**src/rtl/div_if.sv**
```systemverilog
// div_if: EX-stage <-> divider request/result bundle.
interface div_if;
  logic        signed_div_i;
  logic [31:0] opdata1_i;
  logic [31:0] opdata2_i;
  logic        start_i;
  logic        annul_i;
  logic [63:0] result_o;
  logic        ready_o;
  modport master (
    output signed_div_i, opdata1_i, opdata2_i, start_i, annul_i,
    input  result_o, ready_o
  );
  modport slave (
    input  signed_div_i, opdata1_i, opdata2_i, start_i, annul_i,
    output result_o, ready_o
  );
endinterface

```
**src/rtl/div_unit.sv**
```systemverilog
// div_unit: 32-bit radix-2 restoring divider for DIV/DIVU, one quotient bit per cycle.
module div_unit (
  input  logic clk,
  input  logic rst,
  div_if.slave bus
);
  typedef enum logic [1:0] {div_free, div_by_zero, div_on, div_end} state_t;
  state_t      state;
  logic [64:0] work;
  logic [31:0] divisor;
  logic [5:0]  cnt;
  logic        neg1, neg2;
  logic        op1_neg, op2_neg;
  logic [31:0] op1_mag, op2_mag;
  logic [32:0] trial;
  logic [31:0] quo, rem, quo_fix, rem_fix;
  always_comb begin
    op1_neg = bus.signed_div_i & bus.opdata1_i[31];
    op2_neg = bus.signed_div_i & bus.opdata2_i[31];
    op1_mag = op1_neg ? -bus.opdata1_i : bus.opdata1_i;
    op2_mag = op2_neg ? -bus.opdata2_i : bus.opdata2_i;
    trial   = work[64:32] - {1'b0, divisor};
    quo     = work[31:0];
    rem     = work[64:33];
    quo_fix = (neg1 ^ neg2) ? -quo : quo;
    rem_fix = neg1 ? -rem : rem;
  end
  // The working register sits pre-shifted by one, so each trial sees the next dividend bit.
  always_ff @(posedge clk or posedge rst) begin
    if (rst) begin
      state        <= div_free;
      work         <= '0;
      divisor      <= '0;
      cnt          <= '0;
      neg1         <= 1'b0;
      neg2         <= 1'b0;
      bus.result_o <= '0;
      bus.ready_o  <= 1'b0;
    end else begin
      case (state)
        div_free: begin
          bus.ready_o  <= 1'b0;
          bus.result_o <= '0;
          if (bus.start_i && !bus.annul_i) begin
            neg1    <= op1_neg;
            neg2    <= op2_neg;
            divisor <= op2_mag;
            work    <= {32'b0, op1_mag, 1'b0};
            cnt     <= '0;
            state   <= (bus.opdata2_i == 32'd0) ? div_by_zero : div_on;
          end
        end
        div_by_zero: begin
          bus.result_o <= '0;
          state        <= div_end;
        end
        div_on: begin
          if (bus.annul_i) begin
            cnt          <= '0;
            bus.ready_o  <= 1'b0;
            bus.result_o <= '0;
            state        <= div_free;
          end else if (cnt == 6'd32) begin
            bus.result_o <= {rem_fix, quo_fix};
            bus.ready_o  <= 1'b1;
            state        <= div_end;
          end else begin
            work <= trial[32] ? {work[63:0], 1'b0} : {trial[31:0], work[31:0], 1'b1};
            cnt  <= cnt + 6'd1;
          end
        end
        default: begin
          // Divide-by-zero arrives here with ready low; it rises one edge later.
          if (!bus.start_i) begin
            bus.ready_o  <= 1'b0;
            bus.result_o <= '0;
            state        <= div_free;
          end else begin
            bus.ready_o <= 1'b1;
          end
        end
      endcase
    end
  end
endmodule
```
**src/flat_wrapper.sv**
```systemverilog
// flat-port wrapper written by rule: the top's interface ports become plain ports
module div_unit_flat 
  (clk, rst, bus_signed_div_i, bus_opdata1_i, bus_opdata2_i, bus_start_i, bus_annul_i, bus_result_o, bus_ready_o);
  div_if bus_i ();
  input  logic clk;
  input  logic rst;
  input wire logic [$bits(bus_i.signed_div_i)-1:0] bus_signed_div_i;
  input wire logic [$bits(bus_i.opdata1_i)-1:0] bus_opdata1_i;
  input wire logic [$bits(bus_i.opdata2_i)-1:0] bus_opdata2_i;
  input wire logic [$bits(bus_i.start_i)-1:0] bus_start_i;
  input wire logic [$bits(bus_i.annul_i)-1:0] bus_annul_i;
  output wire logic [$bits(bus_i.result_o)-1:0] bus_result_o;
  output wire logic [$bits(bus_i.ready_o)-1:0] bus_ready_o;
  assign bus_i.signed_div_i = bus_signed_div_i;
  assign bus_i.opdata1_i = bus_opdata1_i;
  assign bus_i.opdata2_i = bus_opdata2_i;
  assign bus_i.start_i = bus_start_i;
  assign bus_i.annul_i = bus_annul_i;
  assign bus_result_o = bus_i.result_o;
  assign bus_ready_o = bus_i.ready_o;
  div_unit u_core (.clk(clk), .rst(rst), .bus(bus_i));
endmodule
```
**config.mk**
```make
export PLATFORM = sky130hd
export DESIGN_NAME = div_unit_flat
export DESIGN_NICKNAME = d
export VERILOG_FILES = /design/src/rtl/div_if.sv /design/src/rtl/div_unit.sv /design/src/flat_wrapper.sv
export SDC_FILE = /design/constraint.sdc
export NUM_CORES = 1
export LEC_CHECK = 0
export ABC_CLOCK_PERIOD_IN_PS = 8400
export CORE_MARGIN = 2
export CORE_UTILIZATION = 40
export DETAILED_ROUTE_END_ITERATION = 10
export GPL_TIMING_DRIVEN = 0
export MAX_ROUTING_LAYER = met4
export PLACE_DENSITY = 0.72
export SLEW_MARGIN = 20
export SYNTH_ARGS = -nofsm -noshare
export SYNTH_HDL_FRONTEND = slang
export SYNTH_SLANG_ARGS = --single-unit
export TNS_END_PERCENT = 20
```
**constraint.sdc**
```tcl
create_clock -name clk -period 8.4 [get_ports clk]
set_clock_uncertainty 0.1 [all_clocks]
set_input_delay 1.68 -clock clk [delete_from_list [all_inputs] [get_ports clk]]
set_output_delay 1.68 -clock clk [all_outputs]
set_load 0.005 [all_outputs]
```
=== After elaboration in Yosys (flattened, before gate mapping) ===
Cells that the tools add are included.

* Output and inout bits: 65
* Word-level logic and storage cells: 67
* Register bits: 172

* Add/subtract/negate cells: 6
* Equality and inequality tests: 10
* Reduce and logical (&&, ||, !) cells: 12
* Multiplexer cells: 27
* Bitwise operators: 4

{| class="wikitable"
|+ Operators with widths
! kind !! count
|-
| 65-bit two-way mux || 4
|-
| 64-bit two-way mux || 3
|-
| 65-bit case mux with 2 select lines || 1
|-
| 32-bit two-way mux || 4
|-
| 32-bit negator || 4
|-
| 64-bit case mux with 2 select lines || 1
|-
| 33-bit by 32-bit subtractor with 33-bit output || 1
|-
| 32-bit logical NOT || 1
|-
| 6-bit two-way mux || 3
|-
| 6-bit case mux with 2 select lines || 1
|-
| 2-bit two-way mux || 5
|-
| 6-bit by 1-bit adder with 6-bit output, second input constant || 1
|-
| 6-bit == test, second input constant || 1
|-
| 3-bit by 2-bit != test with 1-bit output, second input constant || 2
|-
| 2-bit case mux with 3 select lines || 1
|-
| 2-bit AND reduction || 3
|-
| 3-bit AND reduction || 2
|-
| 2-bit != test, second input constant || 2
|-
| 4-bit by 1-bit != test with 1-bit output, second input constant || 1
|-
| 4-bit AND reduction || 1
|-
| 1-bit two-way mux || 3
|-
| 3-bit != test, second input constant || 1
|-
| 1-bit case mux with 3 select lines || 1
|-
| 1-bit bitwise AND || 2
|-
| 10 further kinds || 10
|}

=== Depth between registers and ports, before layout ===
* Depth after elaboration: 5
* Gate-level depth with buffers: 14
* Gate-level depth less buffers: 12

=== Least setup slack after synthesis ===
OpenSTA, ideal clock, no wires.

* Kind: input port to flip-flop
* Start point: input bus_opdata1_i[15]
* End point: register u_core.work[30]
* Data arrival time: 3.528 ns
* Stages on the path: 9
* Path slack: 4.642 ns
* Data required time: 8.169 ns
* Cells stage by stage: or4_4 > nor3_4 > nand4_1 > or4_4 > o31ai_4 > xor2_1 > nand2_1 > o21ai_2 > o21ai_1

* Longest elaborated chain between the ends: 4

{| class="wikitable"
|+ RTL lines
! what !! line !! source
|-
| start, declared || flat_wrapper.sv:8 || <nowiki>input wire logic [$bits(bus_i.opdata1_i)-1:0] bus_opdata1_i;</nowiki>
|-
| 32-bit negator || div_unit.sv:20 || <nowiki>op1_mag = op1_neg ? -bus.opdata1_i : bus.opdata1_i;</nowiki>
|-
| 32-bit two-way mux || div_unit.sv:20 ||
|-
| 65-bit two-way mux || div_unit.sv:44 || <nowiki>if (bus.start_i && !bus.annul_i) begin</nowiki>
|-
| 65-bit case mux with 2 select lines || div_unit.sv:40 || <nowiki>case (state)</nowiki>
|-
| end signal, assigned || div_unit.sv:48 || <nowiki>work <= {32'b0, op1_mag, 1'b0};</nowiki>
|-
| end signal, assigned || div_unit.sv:68 || <nowiki>work <= trial[32] ? {work[63:0], 1'b0} : {trial[31:0], work[31:0], 1'b1};</nowiki>
|-
| end, declared || div_unit.sv:9 || <nowiki>logic [64:0] work;</nowiki>
|}

Every way passes these cells. The select of a mux whose other input is x is not followed.
A chain may end at the register's enable or synchronous reset.

=== Worst setup path in the final report ===
* Start point: input bus_opdata2_i[2]
* End point: register u_core.state[0]

* Longest elaborated chain between the ends: 4

{| class="wikitable"
|+ RTL lines
! what !! line !! source
|-
| start, declared || flat_wrapper.sv:9 || <nowiki>input wire logic [$bits(bus_i.opdata2_i)-1:0] bus_opdata2_i;</nowiki>
|-
| 32-bit logical NOT || div_unit.sv:50 || <nowiki>state <= (bus.opdata2_i == 32'd0) ? div_by_zero : div_on;</nowiki>
|-
| 2-bit two-way mux || div_unit.sv:50 ||
|-
| 2-bit two-way mux || div_unit.sv:44 ||
|-
| 2-bit case mux with 3 select lines || div_unit.sv:40 ||
|-
| end signal, assigned || div_unit.sv:50 ||
|-
| end signal, assigned || div_unit.sv:55 || <nowiki>state <= div_end;</nowiki>
|-
| end signal, assigned || div_unit.sv:62 || <nowiki>state <= div_free;</nowiki>
|-
| end, declared || div_unit.sv:8 || <nowiki>state_t state;</nowiki>
|}

Every way passes these cells. The select of a mux whose other input is x is not followed.

==> out/metrics.cfg <==
[synthesis]
yosysTopAreaCell = dfrtp_1
netlist-cell-type-count = 72
synthFlopType = dfrtp_1
synth_area_leaders = dfrtp_1, o21ai_0, nand2_1
ys_warn_count = 0
synthArstFlopShare_pct = 100
avgSynthCellArea_sq_um = 8.26
netlist_instances = 1382
synth_edf_count = 0
syn_nets = 1494
netlist_area_sq_um = 11400
seq_area_frac_synth_pct = 37.7
synth.top_cell.area_share_pct = 37.7
ys_ff_latch = 172

[clocking]
cts.sinks = 172
clock-root-buffer = clkbuf_16
cts-resized-gates = 0
post_cts_buffers = 0
cts_tree = yes
cts_made_buffers = 17
cts_hold_buf = 0
cts_max_path_buffers = 2
clkTransAtPathRegs_ps = 70
htree_levels = 4
insertion_delay_ps = 440

[placed_design]
place.gp.congestion = 0.936
dpl_cell_area_sq_um = 13200
io_buffers = 133
dp.cells = 1894
post-place-ws_ps = 3700
post-dp-hpwl_microns = 24800

[final_layout]
regArea_sq_um = 4300
areaGrowthSynthToFinish_pct = 21.4
fin_cells = 1927
final_common_cell = nand2_1
final_area_sq_um = 13900
multi_input_area_sq_um = 6580
drive_above_1_share_pct = 4.07
nNetsFinal = 1647
final_cell_mix = nand2_1, o21ai_0, dfrtp_1
fillCellCount = 2697

[die]
die_x_microns = 173
core-area_sq_um = 27900
start_util_pct = 40.8
row_count = 61
dieArea_sq_um = 29900
die_h_microns = 173
io_pins = 134

[worst_setup_path]
critical_path_class = in2reg
cp.required_ps = 8650
worstPathMaxFanout = 5
cp-end-kind = register
start_kind = input port
critPathArrivalTime_ps = 4420

[timing]
rsz0062_at_grt = false
drv_slew = 0
relSlewSlack_pct = 43.1
fin_ws_ps = 4230
period_share_pct = 49.7
tightest_slew_ps = 848
fmax_mhz = 240
setup_viol = 0
hold_viol = 0
period_needed_ps = 4170
fin_setup_tns_ps = 0

[power_and_ir_drop]
power-per-cell-area_nw_per_um2 = 264
p_clk_share_pct = 22.2
p_comb_share_pct = 46.0
p_sw_share_pct = 44.3
intPower_uw = 2040
ir_drop_mv = 0.174
pwr-share-seq_pct = 31.8
switchingPower_uw = 1620
p_leak_uw = 0.00596
finalPower_uw = 3660

[global_routing]
grt_use_total_pct = 21.8
grt_antenna_before_repair = 1
grt_pass1_wl_microns = 51600
overflow = 0
grt_pass1_vias = 10007
grt_max_degree = 90

[detailed_routing]
viasPerCell = 5.38
drt_pass1_iterations = 6
final_antenna_net_count = 0
via_count = 10375
drt_iter0_markers = 843
drc_errors = 0
wire_per_inst_microns = 16.4
routed_wl_microns = 31700

[hold_path]
hp-class = reg2reg

[run_status]
status = finished, final reports clean

[flow_run]
maxCapViolations = 0

[cell type report]
cell class / count / area share (%)
timing repair buffer: 134 / 9.81
antenna: 1 / 0.0181
inverter: 57 / 1.60
clock buffer: 17 / 3.07
buffer: 74 / 2.26
multi-input combinational: 1079 / 47.5
tap: 378 / 3.41
clock inverter: 15 / 1.28
sequential: 172 / 31.1
[power groups by stage]
stage                     Sequential (uW)  Clock (uW)  Combinational, uW
after detailed placement             1170           0               1650
after global placement               1170           0               1620
after CTS                            1160         822               1670
after floorplan                      1120           0               1240
final                                1160         812               1690
after global routing                 1190         857               1890
[state kept, by name (all words and copies together) (netlist names)]
signal,flops
u_core.state,2
u_core.bus.result_o,64
u_core.divisor,32
u_core.neg1,1
u_core.bus.ready_o,1
u_core.work,65
u_core.cnt,6
u_core.neg2,1
[worst max-delay path, cell delays in order]
cell	delay (ps)
clkdlybuf4s50_1	470
or3_1	410
nor2_1	190
and2_1	250
nand3b_1	180
or2_1	320
nor4_1	490
a21boi_0	190
o31ai_1	220
[layer usage]
metal	global-route usage [%]	part of all wire, %	wire length, microns
met5	-	0	0
met4	5.69	1.5	471
met3	3.12	5.5	1740
met2	33.7	45	14100
met1	30.1	48	15300
[worst paths after layout]
check / from / endpoint / slack (ps) / cells after the start
setup / recovery: bus_opdata2_i[2] / u_core.state[0] / 4230 / 9
hold / removal: u_core.bus.result_o[0] / u_core.bus.result_o[0] / 380 / 2
setup reg to reg: u_core.work[47] / u_core.work[62] / 4890 / 12
hold reg to reg: u_core.bus.result_o[0] / u_core.bus.result_o[0] / 380 / 2
max in group asynchronous: rst / u_core.bus.result_o[48] / 5710 / 3
min in group asynchronous: rst / u_core.state[1] / 1640 / 2
[cells in the mapped netlist (all sizes together) (7+ instances only)]
cell,number
and2,7
o21ai,205
a21oi,90
nor2,89
a21o,16
mux2i,33
o41ai,9
or3,20
nor3,18
dfrtp,172
clkbuf,59
buf,15
ha,42
nand4,7
xor2,88
nand3,17
xnor2,56
nor4,11
o31ai,35
inv,57
nand2,242
nand2b,12
[logic make-up (layout without fill, tap and decap cells)]
family / Yosys count / count (layout) / synth area share [%]
simple gates: 456 / 456 / 18.1
compound gates: 403 / 403 / 20.8
flops: 172 / 172 / 37.7
xor+xnor: 144 / 144 / 11.1
buf+inv: 131 / 297 / 4.62
fa+ha+maj: 43 / 43 / 4.78
mux: 33 / 33 / 2.90
other cells: 0 / 1 / 0
[stage by stage]
stage | hold slack [ps] | utilization [%]
4_1_cts | 387 | 49.6
3_5_place_dp | 370 | 47.4
6_report | 376 | 49.6
2_1_floorplan | 350 | -
5_1_grt | 404 | 49.6
3_3_place_gp | 361 | 47.3
(Power assumes the default switching activity.)
